--- config.mk ---
export PLATFORM = sky130hd
export DESIGN_NAME = c17_lane_pipe_flat
export DESIGN_NICKNAME = d
export VERILOG_FILES = /design/src/rtl/c17_lane_pipe_if.sv /design/src/rtl/c17_lane_pipe.sv /design/src/flat_wrapper.sv
export SDC_FILE = /design/constraint.sdc
export NUM_CORES = 1
export LEC_CHECK = 0
export ABC_AREA = 1
export CAP_MARGIN = 10
export CORE_AREA = 5 5 90 92
export DETAILED_ROUTE_END_ITERATION = 16
export DIE_AREA = 0 0 95 97
export SLEW_MARGIN = 10
export SYNTH_ARGS = -nofsm -noshare
export SYNTH_HDL_FRONTEND = slang
export SYNTH_SLANG_ARGS = --single-unit
--- constraint.sdc ---
create_clock -name CK -period 2.4 [get_ports CK]
set_clock_uncertainty 0.2 [all_clocks]
set_input_delay 0.36 -clock CK [delete_from_list [all_inputs] [get_ports CK]]
set_output_delay 0.36 -clock CK [all_outputs]
set_load 0.03 [all_outputs]
--- src/rtl/c17_lane_pipe_if.sv ---
// c17_lane_pipe_if: valid/ready handshake, per-lane c17 pins and toggle counter of c17_lane_pipe
interface c17_lane_pipe_if #(
  parameter int LANES = 4,
  parameter int CNT_W = 16
);
  logic in_valid, in_ready, out_valid, out_ready, clr_cnt;
  logic [LANES-1:0] N1, N2, N3, N6, N7, N22, N23;
  logic [CNT_W-1:0] toggle_cnt;
  modport master (
    output in_valid, N1, N2, N3, N6, N7, out_ready, clr_cnt,
    input in_ready, out_valid, N22, N23, toggle_cnt
  );
  modport slave (
    input in_valid, N1, N2, N3, N6, N7, out_ready, clr_cnt,
    output in_ready, out_valid, N22, N23, toggle_cnt
  );
endinterface

--- src/rtl/c17_lane_pipe.sv ---
// c17_lane_pipe: LANES independent c17 slices behind a 1/2-stage valid/ready pipe with a saturating output-toggle counter
module c17_lane_pipe #(
  parameter int LANES = 4,
  parameter int PIPE = 2,
  parameter int CNT_W = 16
) (
  input logic CK,
  input logic RST,
  c17_lane_pipe_if.slave bus
);
  logic [LANES-1:0] n8, n9, n10, n11, n12, d22, d23, q22, q23;
  logic [2*LANES-1:0] last;
  logic [CNT_W-1:0] cnt;
  logic vo, load_o, load_1, src_v, xfer;
  always_comb begin
    n10 = ~(bus.N3 & bus.N6);
    n11 = ~(bus.N1 & bus.N3);
    n12 = ~(bus.N2 & n10);
    n8 = ~n10;
    n9 = ~(bus.N2 | bus.N7);
  end
  assign load_o = ~vo | bus.out_ready;
  assign xfer = vo & bus.out_ready;
  generate
    if (PIPE == 2) begin : g_two
      logic v1;
      logic [LANES-1:0] s8, s9, s11, s12;
      assign load_1 = ~v1 | load_o;
      assign src_v = v1;
      assign d22 = ~(s11 & s12);
      assign d23 = ~(s8 | s9);
      always_ff @(posedge CK or posedge RST)
        if (RST) v1 <= 1'b0;
        else if (load_1) v1 <= bus.in_valid;
      always_ff @(posedge CK)
        if (load_1 && bus.in_valid) begin
          s8 <= n8;
          s9 <= n9;
          s11 <= n11;
          s12 <= n12;
        end
    end else if (PIPE == 1) begin : g_one
      assign load_1 = load_o;
      assign src_v = bus.in_valid;
      assign d22 = ~(n11 & n12);
      assign d23 = ~(n8 | n9);
    end else begin : g_bad
      $error("c17_lane_pipe: PIPE must be 1 or 2");
    end
  endgenerate
  always_ff @(posedge CK or posedge RST)
    if (RST) begin
      vo <= 1'b0;
      q22 <= '0;
      q23 <= '0;
    end else if (load_o) begin
      vo <= src_v;
      q22 <= src_v ? d22 : q22;
      q23 <= src_v ? d23 : q23;
    end
  // last survives clr_cnt so the toggle history stays continuous across clears
  always_ff @(posedge CK or posedge RST)
    if (RST) begin
      cnt <= '0;
      last <= '0;
    end else begin
      cnt <= bus.clr_cnt ? '0 : (xfer && {q22, q23} != last && cnt != '1) ? cnt + 1'b1 : cnt;
      last <= xfer ? {q22, q23} : last;
    end
  assign bus.in_ready = ~RST & load_1;
  assign bus.out_valid = vo;
  assign bus.N22 = q22;
  assign bus.N23 = q23;
  assign bus.toggle_cnt = cnt;
endmodule

--- src/flat_wrapper.sv ---
// flat-port wrapper written by rule: the top's interface ports become plain ports
module c17_lane_pipe_flat 
#(
  parameter int LANES = 4,
  parameter int PIPE = 2,
  parameter int CNT_W = 16
)
  (CK, RST, bus_in_valid, bus_N1, bus_N2, bus_N3, bus_N6, bus_N7, bus_out_ready, bus_clr_cnt, bus_in_ready, bus_out_valid, bus_N22, bus_N23, bus_toggle_cnt);
  c17_lane_pipe_if #(.LANES(LANES), .CNT_W(CNT_W)) bus_i ();
  input logic CK;
  input logic RST;
  input wire logic [$bits(bus_i.in_valid)-1:0] bus_in_valid;
  input wire logic [$bits(bus_i.N1)-1:0] bus_N1;
  input wire logic [$bits(bus_i.N2)-1:0] bus_N2;
  input wire logic [$bits(bus_i.N3)-1:0] bus_N3;
  input wire logic [$bits(bus_i.N6)-1:0] bus_N6;
  input wire logic [$bits(bus_i.N7)-1:0] bus_N7;
  input wire logic [$bits(bus_i.out_ready)-1:0] bus_out_ready;
  input wire logic [$bits(bus_i.clr_cnt)-1:0] bus_clr_cnt;
  output wire logic [$bits(bus_i.in_ready)-1:0] bus_in_ready;
  output wire logic [$bits(bus_i.out_valid)-1:0] bus_out_valid;
  output wire logic [$bits(bus_i.N22)-1:0] bus_N22;
  output wire logic [$bits(bus_i.N23)-1:0] bus_N23;
  output wire logic [$bits(bus_i.toggle_cnt)-1:0] bus_toggle_cnt;
  assign bus_i.in_valid = bus_in_valid;
  assign bus_i.N1 = bus_N1;
  assign bus_i.N2 = bus_N2;
  assign bus_i.N3 = bus_N3;
  assign bus_i.N6 = bus_N6;
  assign bus_i.N7 = bus_N7;
  assign bus_i.out_ready = bus_out_ready;
  assign bus_i.clr_cnt = bus_clr_cnt;
  assign bus_in_ready = bus_i.in_ready;
  assign bus_out_valid = bus_i.out_valid;
  assign bus_N22 = bus_i.N22;
  assign bus_N23 = bus_i.N23;
  assign bus_toggle_cnt = bus_i.toggle_cnt;
  c17_lane_pipe #(.LANES(LANES), .PIPE(PIPE), .CNT_W(CNT_W)) u_core (.CK(CK), .RST(RST), .bus(bus_i));
endmodule
---- After elaboration in Yosys (flattened, before gate mapping) ----
Cells that the tools add are included.
operators by class
  reduce and logical (&&, ||, !) cells .... 5
  add/sub/neg operators ................... 1
  bitwise logic cells ..................... 20
  muxes and demuxes ....................... 2
  eq/ne operators ......................... 2
operators by type and width
  kind                   count
  $mux 16                2
  $not 4->4              7
  $add 16x1->16 const B  1
  $and 4x4->4            4
  $ne 16x16->1 const B   1
  $ne 8x8->1             1
  $or 4x4->4             2
  $logic_and 1x1->1      3
  $not 1->1              3
  $and 1x1->1            2
  $or 1x1->1             2
  $reduce_and 2->1       1
  $reduce_bool 2->1      1
storage, ports and cells
  output and inout bits ................... 26
  bits in registers ....................... 50
  input port bits ......................... 25
  word-level logic and storage cells ...... 40

---- Longest topological paths before layout ----
Gate-level depths: netlist of the first run.
  depth in word-level cells ............... 5
  depth in mapped cells ................... 11
  gate-level depth less buffers ........... 10

---- Worst setup path before layout of the first run ----
Ideal clock, no wire load.
  path type ............................... input-to-output
  start point ............................. in RST
  end point ............................... out bus_in_ready
  cell stages on the path ................. 3
  required time ........................... 1840 ps
  path buffers ............................ 0
  arrival ................................. 1427 ps
  setup slack ............................. 413 ps
  cells stage by stage .................... inv_1 -> nand2_1 -> inv_1
between the ends
  cells in the longest elaborated chain, start to end .. 2
RTL lines
  item                RTL line             RTL
  start: declaration  flat_wrapper.sv:11   input logic RST;
  $not 1->1           c17_lane_pipe.sv:70  assign bus.in_ready = ~RST & load_1;
  $and 1x1->1         c17_lane_pipe.sv:70
  end: declaration    flat_wrapper.sv:20   output wire logic [$bits(bus_i.in_ready)-1:0] bus_in_ready;
No other way between the ends.

---- Worst setup path in the final report of the first run ----
  start point ............................. reg u_core.cnt[0] (netlist: u_core.bus.toggle_cnt[0])
  end point ............................... reg u_core.cnt[12] (netlist: u_core.bus.toggle_cnt[12])
between the ends
  cells in the longest elaborated chain, start to end .. 3
  elaborated cells between the ends (all ways) .. 6
  classes of those cells .................. add/sub: 1; eq/ne: 1; mux: 2; reduce/logical: 2
RTL lines
  item                                           RTL line             RTL
  start: declaration                             c17_lane_pipe.sv:13  logic [CNT_W-1:0] cnt;
  start signal: assignment                       c17_lane_pipe.sv:67  cnt <= bus.clr_cnt ? '0 : (xfer && {q22, q23} != last && cnt != '1) ? cnt + 1'b1 : cnt;
  $add 16x1->16 or $ne 16x16->1 (tied branches)  c17_lane_pipe.sv:67
  $mux 16 or $logic_and 1x1->1 (tied branches)   c17_lane_pipe.sv:67
  $mux 16 or $reduce_bool 2->1 (tied branches)   -
Parallel ways exist; a longest one is shown, timed or not. The select of a mux whose other input is x is not followed.
A chain may end at the register's enable or synchronous reset.

==> metrics.yaml, run 1 <==
synth_top_family_by_area: "simple AND/OR/NAND/NOR gates"
synthCells: 297
drive_gt1_share_pct: 6.25
ctsHoldBuffers: 0
h-tree-depth: 2
ys_top_cells_by_count: "105 x nand2_1, 38 x nor2_1, 34 x dfrtp_1, 29 x inv_1, 22 x nand3_1"
p_leak_nw: 1.42
p_comb_share_pct: 22.5
num_vias: 1989
first_pass_iters: 4
fmax_mhz: 485
period_needed_ns: 2.06
ys_seq_area_share_pct: 54.5
seq_power_share_pct: 50.1
worstSetupEndpointType: "register"
post_drt_wl_per_cell_um: 10.7
hp-class: "register to register"
clkLatencyLatePin_ns: 0.30
synth_fa_ha_area_share_pct: 0.512
hpwl_um: 3550
clock_path_buffers: 2
via_per_inst: 4.41
die_area_um2: 9220
required_ns: 2.44
power_mw: 2.13
power.share.switching_pct: 29.7
synthTopCellsByArea: "dfrtp_1 35%, edfxtp_1 20%, nand2_1 16%, nor2_1 5.8%, nand3_1 4.5%"
drc_errors: 0
synth_xor_area_share_pct: 3.22
final-setup-viol-count: 0
vdd_drop_max_mv: 0.446
diodes: 0
worstSetupPathType: "register to register"
io_pins: 51
synthToLayoutAreaGrowth_pct: 29.7
grt_pass1_wl_um: 8730
path_max_fanout: 17
synth_top_flop_cell: "dfrtp_1"
die-height_um: 97
cts.sinks: 50
start_util_pct: 34.3
async_reset_ff_share_pct: 68.0
numCtsBuffers: 5
tightest_slew_ns: 0.524
postCtsSetupBuffers: 0
fillers: 751
drtIter0Drc: 26
synth_top_area_share_pct: 34.8
rr_startpoint: "u_core.bus.toggle_cnt[0]"
powerDensity_nw_per_um2: 670
synth_mux_area_share_pct: 0
synth_nets: 323
num_rows: 31
r2r.worst_path.cells: 8
syn_area_um2: 2440
grt_start_max_net_pins: 35
grt_overflow: 0
tritoncts: "yes"
path_clk_slew_ns: 0.09
maxSlewHeadroom_pct: 64.8
antenna_left: 0
synth.largest_area_cell: "dfrtp_1"
fin_crit_sh_pct: 85.9
synth_simple_gate_area_share_pct: 30.6
finalHoldViolations: 0
die_x_um: 95
ys_types: 26
track_usage_pct: 11.7
cap_viol_max_count: 0
io_buffers: 50
globalplace.congestion: 0.764
synth_edf_count: 16
status: "finished, final reports clean"
worstPathArrival_ns: 2.10
r2r_setup_slack_ns: 0.34
grt_pass1_vias: 2001
crit_path_start_kind: "register"
syn_area_per_cell_um2: 8.23
slew_violations: 0
drt_wl_total_um: 4810
finalSetupTns_ns: 0
cts_resized: 0
synth_compound_area_share_pct: 5.02
antenna_found_initial: 0
yosys_warnings: 0
p_int_mw: 1.49
core_um2: 7140
startpoint: "u_core.bus.toggle_cnt[0]"
rsz0062_at_grt: "false"
endpoint: "u_core.bus.toggle_cnt[12]"
yosysMostFrequentCell: "nand2_1"
synth_seq_cells: 50
p_sw_mw: 0.632
root_buffer: "clkbuf_8"
pwr-share-clk_pct: 27.4
fin_nets: 378
rr_endpoint: "u_core.bus.toggle_cnt[12]"
## routing by layer
metal,part of all wire [%],track usage (%),vias to the layer above
li1,-,-,1045
met1,46,14.3,894
met2,48,19.7,45
met3,5.6,3.18,5
met4,1.1,3.66,0
met5,0,0,-
## sequential cells by signal, summed over array words and instances (netlist names)
name                   count
u_core.bus.N23             4
u_core.bus.N22             4
u_core.bus.toggle_cnt     16
u_core.g_two.s9            4
u_core.last                8
u_core.g_two.s8            4
u_core.bus.out_valid       1
u_core.g_two.v1            1
u_core.g_two.s12           4
u_core.g_two.s11           4
## final cells by class
| cell class | count | area (um2) | area share, % |
|---|---|---|---|
| inverter | 30 | 113 | 3.55 |
| clock buffer | 5 | 68.8 | 2.17 |
| multi-input combinational | 210 | 961 | 30.3 |
| timing repair buffer | 55 | 536 | 16.9 |
| tap | 99 | 124 | 3.91 |
| sequential | 50 | 1330 | 42.0 |
| clock inverter | 2 | 38.8 | 1.22 |
## kinds of logic (layout without fill, tap and decap cells)
logic type,count (synthesis),count (layout)
AOI/OAI and AO/OA,22,22
xor gates and xnor gates,9,9
adders and majority gates,1,1
buffers and inverters,37,92
DFF,50,50
and+or+nand+nor,178,178
## critical path, cell delays in order, from the launching register on
cell     delay, ns
dfrtp_1       0.45
ha_1          0.24
nand2_1       0.16
nor2_4        0.07
nand4_2       0.07
nand3_2       0.34
nand2_4       0.31
nand2_1       0.09
nand2_1       0.06
## placed cells by master, fill, tap and decap left out, drive strengths merged
master,Yosys,routed
bufinv,0,1
nor3,4,4
ha,1,1
xor2,4,4
o21ai,12,12
a21oi,3,3
inv,29,29
a31oi,4,4
clkinv,1,2
nand2,107,107
buf,4,6
edfxtp,16,16
nand4,1,1
nor2,42,42
o21bai,2,2
dfrtp,34,34
nand3,24,24
clkbuf,3,5
a211oi,1,1
clkdlybuf4s50,0,49
xnor2,5,5
## power groups by stage
stage / Combinational (mW) / Sequential (mW) / Clock (mW)
6_report: 0.479 / 1.06 / 0.583
3_5_place_dp: 0.488 / 1.08 / 0
5_1_grt: 0.540 / 1.08 / 0.643
4_1_cts: 0.489 / 1.07 / 0.608
3_3_place_gp: 0.480 / 1.08 / 0
2_1_floorplan: 0.227 / 1.15 / 0
## worst min path at each step
| stage | endpoint | cells past startpoint | startpoint | slack (ns) |
|---|---|---|---|---|
| after detailed placement | u_core.bus.N22[2] | 1 | u_core.g_two.s12[2] | 0.21 |
| after CTS | u_core.bus.N22[2] | 1 | u_core.g_two.s12[2] | 0.22 |
| after floorplan | u_core.bus.N22[0] | 1 | u_core.g_two.s12[0] | 0.20 |
| after global routing | u_core.bus.N22[2] | 1 | u_core.g_two.s12[2] | 0.26 |
| final | u_core.bus.N22[2] | 1 | u_core.g_two.s12[2] | 0.22 |
| after global placement | u_core.bus.N22[0] | 1 | u_core.g_two.s12[0] | 0.21 |
## per-stage QoR
| stage | std cells | area [um2] | worst slack [ns] | hold slack (ns) | utilization, % |
|---|---|---|---|---|---|
| 2_1_floorplan | 297 | 2440 | 0.413 | 0.203 | - |
| 3_3_place_gp | 444 | 3060 | 0.336 | 0.210 | 42.9 |
| 3_5_place_dp | 444 | 3060 | 0.300 | 0.212 | 42.9 |
| 4_1_cts | 451 | 3170 | 0.338 | 0.225 | 44.4 |
| 5_1_grt | 451 | 3170 | 0.115 | 0.259 | 44.4 |
| 6_report | 451 | 3170 | 0.339 | 0.224 | 44.4 |
(Power assumes the default switching activity.)
==> run 2: changes to the inputs <==
- GPL_ROUTABILITY_DRIVEN: default -> 0
- clock period: 2.4 -> 1.8 ns (I/O delays scaled with it)
==> run 2 against run 1 <==
  * Critical path depth down 6
  * Hold slack got worse by 0.0025 ns
  * Highest routed layer unchanged
  * Largest cell class unchanged
  * Die area is the same
==> metrics.yaml, run 2 (synthesis gave the netlist of run 1 again) <==
status: "finished, final reports clean"
fmax_mhz: 596
drt_wl_total_um: 5030
post_drt_wl_per_cell_um: 11.0
path_clk_slew_ns: 0.09
dr.max_layer_used: "met4"
antenna_found_initial: 0
drc_errors: 0
clock_path_buffers: 2
powerDensity_nw_per_um2: 875
die-height_um: 97
period_needed_ns: 1.68
layout_commonest_cell: "nand2_1"
io_pins: 51
final-setup-viol-count: 0
worstSetupPathType: "register to output port"
fin_util_pct: 45.4
maxSlewHeadroom_pct: 70.5
cap_viol_max_count: 0
diodes: 0
rsz0062_at_grt: "false"
first_pass_iters: 4
largest_reg_flops: 16
vdd_drop_max_mv: 0.447
root_buffer: "clkbuf_8"
hp-class: "register to register"
synthToLayoutAreaGrowth_pct: 32.5
drive_gt1_share_pct: 9.44
core_um2: 7140
fillers: 751
ctsHoldBuffers: 0
p_leak_nw: 1.54
grt_overflow: 0
num_rows: 31
start_util_pct: 34.3
crit_path_start_kind: "register"
via_per_inst: 4.36
worstPathArrival_ns: 1.21
finalHoldViolations: 0
die_area_um2: 9220
antenna_left: 0
grt_start_max_net_pins: 35
cp_slowest_cell: "dfrtp_2"
place_area_um2: 3130
crit_family: "buffers and inverters"
io_buffers: 50
path_max_fanout: 5
track_usage_pct: 11.8
slew_violations: 0
grt_pass1_vias: 1913
tightest_slew_ns: 0.443
layout_common_cells: "104 x nand2_1, 38 x nor2_1, 32 x dfrtp_1, 28 x inv_1, 25 x dlygate4sd2_1"
numCtsBuffers: 5
finalSetupTns_ns: 0
required_ns: 1.33
grt_pass1_wl_um: 8630
h-tree-depth: 2
hpwl_um: 3730
cp_cell_sequence: "buf_4, dlygate4sd2_1"
fin_crit_sh_pct: 93.1
clkLatencyLatePin_ns: 0.30
cp_num_buf_inv: 2
fin_nets: 385
num_vias: 2003
met2_length_um: 2410
tritoncts: "yes"
critPathMaxStageDelay_ns: 0.41
wl_met1_um: 2300
die_x_um: 95
power_mw: 2.83
final_cell_area_um2: 3240
dr_wl_met3_um: 269
worstSetupEndpointType: "output port"
cts.sinks: 50
drtIter0Drc: 56
run 2: cell types whose count changed in the layout (fill, tap and decap cells not counted), moves of 2 or more:
cell / previous run / this run
buf_4: 6 / 11
clkdlybuf4s50_1: 49 / 24
clkinvlp_4: 0 / 2
dfrtp_1: 34 / 32
dfrtp_2: 0 / 2
dlygate4sd2_1: 0 / 25
run 2: routing by layer:
layer	GRT usage (%)	vias to the layer above
met5	0	-
met4	3.55	0
met3	3.57	7
met2	19.5	46
met1	14.8	884
li1	-	1066
run 2: stage by stage:
step                      cells  hold WS, ns  setup WS, ns
after global placement      450        0.210        0.0594
after CTS                   458        0.223        0.0324
after global routing        459        0.249      0.000749
after floorplan             297       0.0149       0.00523
after detailed placement    450        0.210        0.0551
final                       459        0.221         0.123
run 2: final timing paths:
| kind | startpoint | end | slack (ns) | cells past startpoint |
|---|---|---|---|---|
| hold reg to reg | u_core.g_two.s12[2] | u_core.bus.N22[2] | 0.22 | 1 |
| setup / recovery | u_core.bus.toggle_cnt[0] | bus_toggle_cnt[0] | 0.12 | 2 |
| setup reg to reg | u_core.bus.toggle_cnt[1] | u_core.bus.toggle_cnt[14] | 0.16 | 8 |
| hold / removal | u_core.g_two.s12[2] | u_core.bus.N22[2] | 0.22 | 1 |
| max in group asynchronous | RST | u_core.bus.toggle_cnt[1] | 0.77 | 3 |
| min in group asynchronous | RST | u_core.last[4] | 0.29 | 3 |
run 2: where the power goes:
| part | leakage, nW | internal (mW) | switching (mW) |
|---|---|---|---|
| Combinational | 0.902 | 0.257 | 0.382 |
| Clock | 0.0514 | 0.415 | 0.363 |
| Sequential | 0.585 | 1.31 | 0.104 |
| Total | 1.54 | 1.98 | 0.849 |
run 2: area by class of cell:
type                       count  area (um2)  share of cell area [%]
multi-input combinational    210         982                    30.3
timing repair buffer          62         573                    17.7
clock buffer                   6        72.6                    2.24
inverter                      30         116                    3.59
sequential                    50        1330                    41.2
tap                           99         124                    3.82
clock inverter                 2        37.5                    1.16
run 2: repair_timing:
item / 4_1_cts / 5_1_grt
endpoints found under the setup margin: 25 / 16
gates cloned: 0 / 0
pin swaps: 0 / 2
resized for setup: 25 / 5
buffers inserted: 0 / 1
==> run 3: changes to the inputs <==
- SLEW_MARGIN: 10 -> default
==> results of run 3 <==
Same layout as run 2: the final DEF is identical, and so are final timing and power.
